<file path="src/rtl/mem_stage_ctrl.sv">
// Memory-stage controller: forwards ALU results or runs a req/ack data-memory
// access while stalling upstream. Optional BUSY watchdog under `MEM_TIMEOUT_EN.
module mem_stage_ctrl #(
  parameter int DATA_WIDTH     = 64,
  parameter int REG_ADDR_WIDTH = 3,
  parameter int ADDR_WIDTH     = 8,
  parameter int TIMEOUT_CYCLES = 16
) (
  input  logic                      clk,
  input  logic                      reset,
  input  logic                      enable,
  input  logic                      w_reg_en,
  input  logic                      w_mem_en,
  input  logic                      mem_rd_en,
  input  logic [DATA_WIDTH-1:0]     r1_out,
  input  logic [DATA_WIDTH-1:0]     r2_out,
  input  logic [REG_ADDR_WIDTH-1:0] w_reg_1,
  output logic                      dmem_req,
  output logic                      dmem_we,
  output logic [ADDR_WIDTH-1:0]     dmem_addr,
  output logic [DATA_WIDTH-1:0]     dmem_wdata,
  input  logic                      dmem_ack,
  input  logic [DATA_WIDTH-1:0]     dmem_rdata,
  output logic                      stall,
  output logic                      wb_reg_en,
  output logic [REG_ADDR_WIDTH-1:0] wb_reg_addr,
  output logic [DATA_WIDTH-1:0]     wb_data,
  output logic                      mem_err
);

  typedef enum logic {
    IDLE = 1'b0,
    BUSY = 1'b1
  } state_e;

  state_e                    state_q, state_d;
  logic                      dmem_req_q, dmem_req_d;
  logic                      dmem_we_q, dmem_we_d;
  logic [ADDR_WIDTH-1:0]     dmem_addr_q, dmem_addr_d;
  logic [DATA_WIDTH-1:0]     dmem_wdata_q, dmem_wdata_d;
  logic                      pend_wr_q, pend_wr_d;
  logic [REG_ADDR_WIDTH-1:0] pend_reg_q, pend_reg_d;
  logic                      wb_reg_en_q, wb_reg_en_d;
  logic [REG_ADDR_WIDTH-1:0] wb_reg_addr_q, wb_reg_addr_d;
  logic [DATA_WIDTH-1:0]     wb_data_q, wb_data_d;

`ifdef MEM_TIMEOUT_EN
  localparam int CNT_W = $clog2(TIMEOUT_CYCLES + 1);
  logic [CNT_W-1:0] busy_cnt_q, busy_cnt_d;
  logic             mem_err_q, mem_err_d;
`endif

  logic is_mem_op;
  assign is_mem_op = w_mem_en | mem_rd_en;

  always_comb begin
    // NOTE: every _d starts as its _q so no path through this block leaves a
    // signal unassigned, which would otherwise infer a latch.
    state_d       = state_q;
    dmem_req_d    = dmem_req_q;
    dmem_we_d     = dmem_we_q;
    dmem_addr_d   = dmem_addr_q;
    dmem_wdata_d  = dmem_wdata_q;
    pend_wr_d     = pend_wr_q;
    pend_reg_d    = pend_reg_q;
    wb_reg_en_d   = wb_reg_en_q;
    wb_reg_addr_d = wb_reg_addr_q;
    wb_data_d     = wb_data_q;
`ifdef MEM_TIMEOUT_EN
    busy_cnt_d    = busy_cnt_q;
    mem_err_d     = mem_err_q;
`endif

    unique case (state_q)
      IDLE: begin
        if (enable && is_mem_op) begin
          // A store wins when both store and load flags are raised.
          dmem_req_d   = 1'b1;
          dmem_we_d    = w_mem_en;
          dmem_addr_d  = r1_out[ADDR_WIDTH-1:0];
          dmem_wdata_d = r2_out;
          pend_wr_d    = w_reg_en;
          pend_reg_d   = w_reg_1;
          wb_reg_en_d  = 1'b0;
          state_d      = BUSY;
`ifdef MEM_TIMEOUT_EN
          busy_cnt_d   = '0;
`endif
        end else if (enable) begin
          wb_reg_en_d   = w_reg_en;
          wb_reg_addr_d = w_reg_1;
          wb_data_d     = r1_out;
        end else begin
          wb_reg_en_d = 1'b0;
        end
      end

      BUSY: begin
        wb_reg_en_d = 1'b0;
        if (dmem_ack) begin
          dmem_req_d = 1'b0;
          state_d    = IDLE;
          if (!dmem_we_q) begin
            wb_reg_en_d   = pend_wr_q;
            wb_reg_addr_d = pend_reg_q;
            wb_data_d     = dmem_rdata;
          end
`ifdef MEM_TIMEOUT_EN
        end else if (busy_cnt_q == CNT_W'(TIMEOUT_CYCLES - 1)) begin
          // Limit reached without ack: squash the instruction and flag it.
          dmem_req_d = 1'b0;
          state_d    = IDLE;
          mem_err_d  = 1'b1;
        end else begin
          busy_cnt_d = busy_cnt_q + 1'b1;
`endif
        end
      end

      default: state_d = IDLE;
    endcase
  end

  // NOTE: state is updated with non-blocking assignments so every flop samples
  // the pre-edge values, independent of statement order.
  // NOTE: datapath registers are reset too, since every output must read 0
  // straight out of reset.
  always_ff @(posedge clk or posedge reset) begin
    if (reset) begin
      state_q       <= IDLE;
      dmem_req_q    <= 1'b0;
      dmem_we_q     <= 1'b0;
      dmem_addr_q   <= '0;
      dmem_wdata_q  <= '0;
      pend_wr_q     <= 1'b0;
      pend_reg_q    <= '0;
      wb_reg_en_q   <= 1'b0;
      wb_reg_addr_q <= '0;
      wb_data_q     <= '0;
`ifdef MEM_TIMEOUT_EN
      busy_cnt_q    <= '0;
      mem_err_q     <= 1'b0;
`endif
    end else begin
      state_q       <= state_d;
      dmem_req_q    <= dmem_req_d;
      dmem_we_q     <= dmem_we_d;
      dmem_addr_q   <= dmem_addr_d;
      dmem_wdata_q  <= dmem_wdata_d;
      pend_wr_q     <= pend_wr_d;
      pend_reg_q    <= pend_reg_d;
      wb_reg_en_q   <= wb_reg_en_d;
      wb_reg_addr_q <= wb_reg_addr_d;
      wb_data_q     <= wb_data_d;
`ifdef MEM_TIMEOUT_EN
      busy_cnt_q    <= busy_cnt_d;
      mem_err_q     <= mem_err_d;
`endif
    end
  end

  assign stall       = (state_q == BUSY);
  assign dmem_req    = dmem_req_q;
  assign dmem_we     = dmem_we_q;
  assign dmem_addr   = dmem_addr_q;
  assign dmem_wdata  = dmem_wdata_q;
  assign wb_reg_en   = wb_reg_en_q;
  assign wb_reg_addr = wb_reg_addr_q;
  assign wb_data     = wb_data_q;
`ifdef MEM_TIMEOUT_EN
  assign mem_err     = mem_err_q;
`else
  assign mem_err     = 1'b0;
`endif

endmodule

</file>
<file path="config.mk">
export PLATFORM = sky130hd
export DESIGN_NAME = mem_stage_ctrl
export DESIGN_NICKNAME = d
export VERILOG_FILES = /design/src/rtl/mem_stage_ctrl.sv
export SDC_FILE = /design/constraint.sdc
export NUM_CORES = 1
export LEC_CHECK = 0
export CORE_MARGIN = 2
export CORE_UTILIZATION = 40
export DETAILED_ROUTE_END_ITERATION = 8
export HOLD_SLACK_MARGIN = 0.05
export PLACE_DENSITY_LB_ADDON = 0.15
export SLEW_MARGIN = 40
export SYNTH_ARGS = -nofsm -noshare
export SYNTH_HDL_FRONTEND = slang
export SYNTH_SLANG_ARGS = --single-unit
</file>
<file path="constraint.sdc">
create_clock -name clk -period 5.7 [get_ports clk]
set_input_delay 1.14 -clock clk [delete_from_list [all_inputs] [get_ports clk]]
set_output_delay 1.14 -clock clk [all_outputs]
set_load 0.005 [all_outputs]
</file>
==> results.sh <==
export IMPL_outcome="completed"
export IMPL_critPathKind="reg2out"
export IMPL_critical_path_peak_fanout=41
export IMPL_numCtsBuffers=17
export IMPL_rows=47
export IMPL_dpl_worst_slack_ps=2370
export IMPL_hold_path_endpoint="dmem_req"
export IMPL_via_count=4688
export IMPL_first_pass_grt_wire_length_mm=28.7
export IMPL_hold_violations=0
export IMPL_synth_cells=397
export IMPL_count_of_flip_flops_with_a_built_in_enable_after_synthesis=0
export IMPL_fmaxAchievable_mhz=310
export IMPL_seq_area_mm2=0.00368
export IMPL_path_category_of_the_worst_min_delay_check="reg2reg"
export IMPL_place_congestion=0.766
export IMPL_crit_required_ps=4560
export IMPL_switching_share=0.249
export IMPL_sequential_share_of_power=0.365
export IMPL_start_util=0.407
export IMPL_worstReg2RegEnd="wb_data[26]"
export IMPL_drt_total_wl_mm=18.7
export IMPL_distinct_cell_type_count_of_the_synthesized_netlist=23
export IMPL_num_fill_cells=1225
export IMPL_grt_pass1_vias=5288
export IMPL_synthesized_nets=599
export IMPL_drc_errors=0
export IMPL_max_vdd_ir_drop_uv=211
export IMPL_ctsHoldBuffers=0
export IMPL_global_route_usage_total=0.212
export IMPL_count_of_nets_left_with_antenna_violations_after_detail_routing=0
export IMPL_actual_slew_at_the_worst_max_slew_pin_ps=618
export IMPL_timing_final_crit_period_ps=3230
export IMPL_max_slew_margin=0.587
export IMPL_post_layout_total_power_mw=4.43
export IMPL_cts_sink_count=147
export IMPL_synth_yosys_seq_area_share=0.549
export IMPL_boundaryPins=346
export IMPL_synth_ff_type="dfrtp_1"
export IMPL_netlist_top_cells_count="147 x dfrtp_1, 132 x mux2_2, 78 x mux2_4"
export IMPL_setup_slack_ps=2470
export IMPL_synthDominantAreaCellType="dfrtp_1"
export IMPL_cap_viol_max_count=0
export IMPL_grt_max_degree=113
export IMPL_number_of_i_o_port_buffers=344
export IMPL_multi_input_area_mm2=0.00278
export IMPL_synth_area_mm2=0.00670
export IMPL_routedWlPerCell_um=19.2
export IMPL_placeableCoreArea_mm2=0.0165
export IMPL_n_antenna_cell=0
export IMPL_most_common_cell_in_the_netlist="dfrtp_1"
export IMPL_leakage_power_of_the_design_nw=4.54
export IMPL_gr_total_overflow=0
export IMPL_placedInstanceArea_mm2=0.0103
export IMPL_ys_warnings_count=0
export IMPL_worst_path_clk_slew_ps=60
export IMPL_tns_ps=0
export IMPL_post_route_cell_area_mm2=0.0109
export IMPL_clk_latency_ps=410
export IMPL_layout_cells_sized_above_1=0.334
export IMPL_post_cts_setup_buffer_count=0
export IMPL_timing_clock_skew_ps=6.18
export IMPL_r2r_start="stall"
export IMPL_ctsLongestPathBuffers=2
export IMPL_cts_tree="yes"
export IMPL_final_max_slew_viol_count=0
export IMPL_number_of_antenna_violations_at_the_first_check_in_global_routing=0
export IMPL_height_of_the_chip_um=133
export IMPL_die_area_mm2=0.0178
export IMPL_report_final_setup_viol=0
export IMPL_timing_critical_path_to_type="output port"
export IMPL_critPathArrivalTime_ps=2090
export IMPL_power_net_switching_mw=1.10
export IMPL_area_growth_syn_to_layout_pct=63.0
export IMPL_drt_iter0_markers=163
export IMPL_yosys_top_cells_area="dfrtp_1 55%, mux2_2 22%, mux2_4 17%, buf_6 1.3%, buf_12 0.90%"
export IMPL_ys_seq_elements=147
export IMPL_rsz0062_at_grt="no"
export IMPL_postLayoutCoreUtil=0.663
export IMPL_internal_power_mw=3.32
export IMPL_synth_async_reset_ratio=1.00
export IMPL_reg2regPathDepth=5
export IMPL_worst_hold_path_num_cells=1
export IMPL_comb_power_share=0.363
export IMPL_hold_path_startpoint="dmem_req"
export IMPL_die_w_um=133
export IMPL_cts_htree_levels=4
export IMPL_p_per_area_mw_per_mm2=405
export IMPL_ctsResizeCount=0
export IMPL_cts_root_buffer="clkbuf_16"
export IMPL_place_detailed_hpwl_mm=14.0
export IMPL_detail_route_first_pass_iterations=4
export IMPL_reg2reg_setup_slack_ps=3100
export IMPL_power_clock_fraction=0.272
export IMPL_net_total_in_the_final_layout=943
export IMPL_min_period_over_period=0.566
export IMPL_startpoint_kind_of_the_worst_setup_timing_path="register"
export IMPL_synthDominantCellAreaShare=0.549
export IMPL_via_per_inst=4.82
export IMPL_post_synth_cell_area_avg_um2=16.9
[sequential cells by signal (all words and copies together), names as in the netlist]
signal and flops:
pend_wr_q 1, dmem_req 1, stall 1, wb_reg_addr 3, dmem_wdata 64, pend_reg_q 3, dmem_we 1, wb_reg_en 1
wb_data 64, dmem_addr 8
[power by group through the flow]
stage / sequential [mW] / clock [mW] / combinational, mW
finish: 1.61 / 1.21 / 1.61
global route: 1.66 / 1.29 / 1.69
CTS: 1.62 / 1.24 / 1.63
detailed placement: 1.63 / 0 / 1.62
global placement: 1.62 / 0 / 1.58
floorplan: 1.62 / 0 / 0.625
[critical path: stages (launching register included)]
cell and delay, ps:
dfrtp_4 800, buf_12 310, clkdlybuf4s50_1 540
[routing by layer]
metal  vias up  wire, um  global-route usage
met5         -         0                   0
met4         0       646              0.0934
met3        38      1440              0.0784
met2       203      9850               0.373
met1      2346      6720               0.227
li1       2101         -                   -
[worst max-delay path by stage]
| stage | cells past startpoint | to | start | slack [ps] |
|---|---|---|---|---|
| finish | 2 | stall | stall | 2470 |
| detailed placement | 6 | wb_data[17] | dmem_ack | 2370 |
| global placement | 5 | wb_data[24] | dmem_ack | 2230 |
| floorplan | 1 | dmem_addr[0] | reset | 610 |
| CTS | 2 | stall | stall | 2430 |
| global route | 2 | stall | stall | 2370 |
[layout make-up]
cell class              count  share of cell area
clock inverters            12              0.0188
clock buffers              18              0.0393
repair buffers            349               0.323
multi-input cells         224               0.255
flip-flops and latches    147               0.337
inverters                   2             0.00183
well taps                 220              0.0252
[logic make-up after synthesis]
logic type | Yosys count | share of synthesized area
muxes | 210 | 0.397
AOI/OAI and AO/OA | 5 | 0.00822
other | 1 | 0.000560
buffers and inverters | 26 | 0.0360
and+or+nand+nor | 8 | 0.00952
DFF | 147 | 0.549
[cells in the final DEF, fill, tap and decap left out, types with 2 or more instances in the layout]
master and instances:
buf_12 3, bufinv_16 5, clkbuf_16 17, clkdlybuf4s50_1 344, clkinv_4 2, clkinvlp_4 2
dfrtp_1 146, inv_6 2, mux2_2 132, mux2_4 78, nand2_1 2
[metrics by stage]
stage	hold slack, ps	std cells
2_1_floorplan	475	397
3_3_place_gp	484	940
3_5_place_dp	492	942
4_1_cts	506	972
5_1_grt	516	972
6_report	497	972
(Power assumes the default switching activity.)
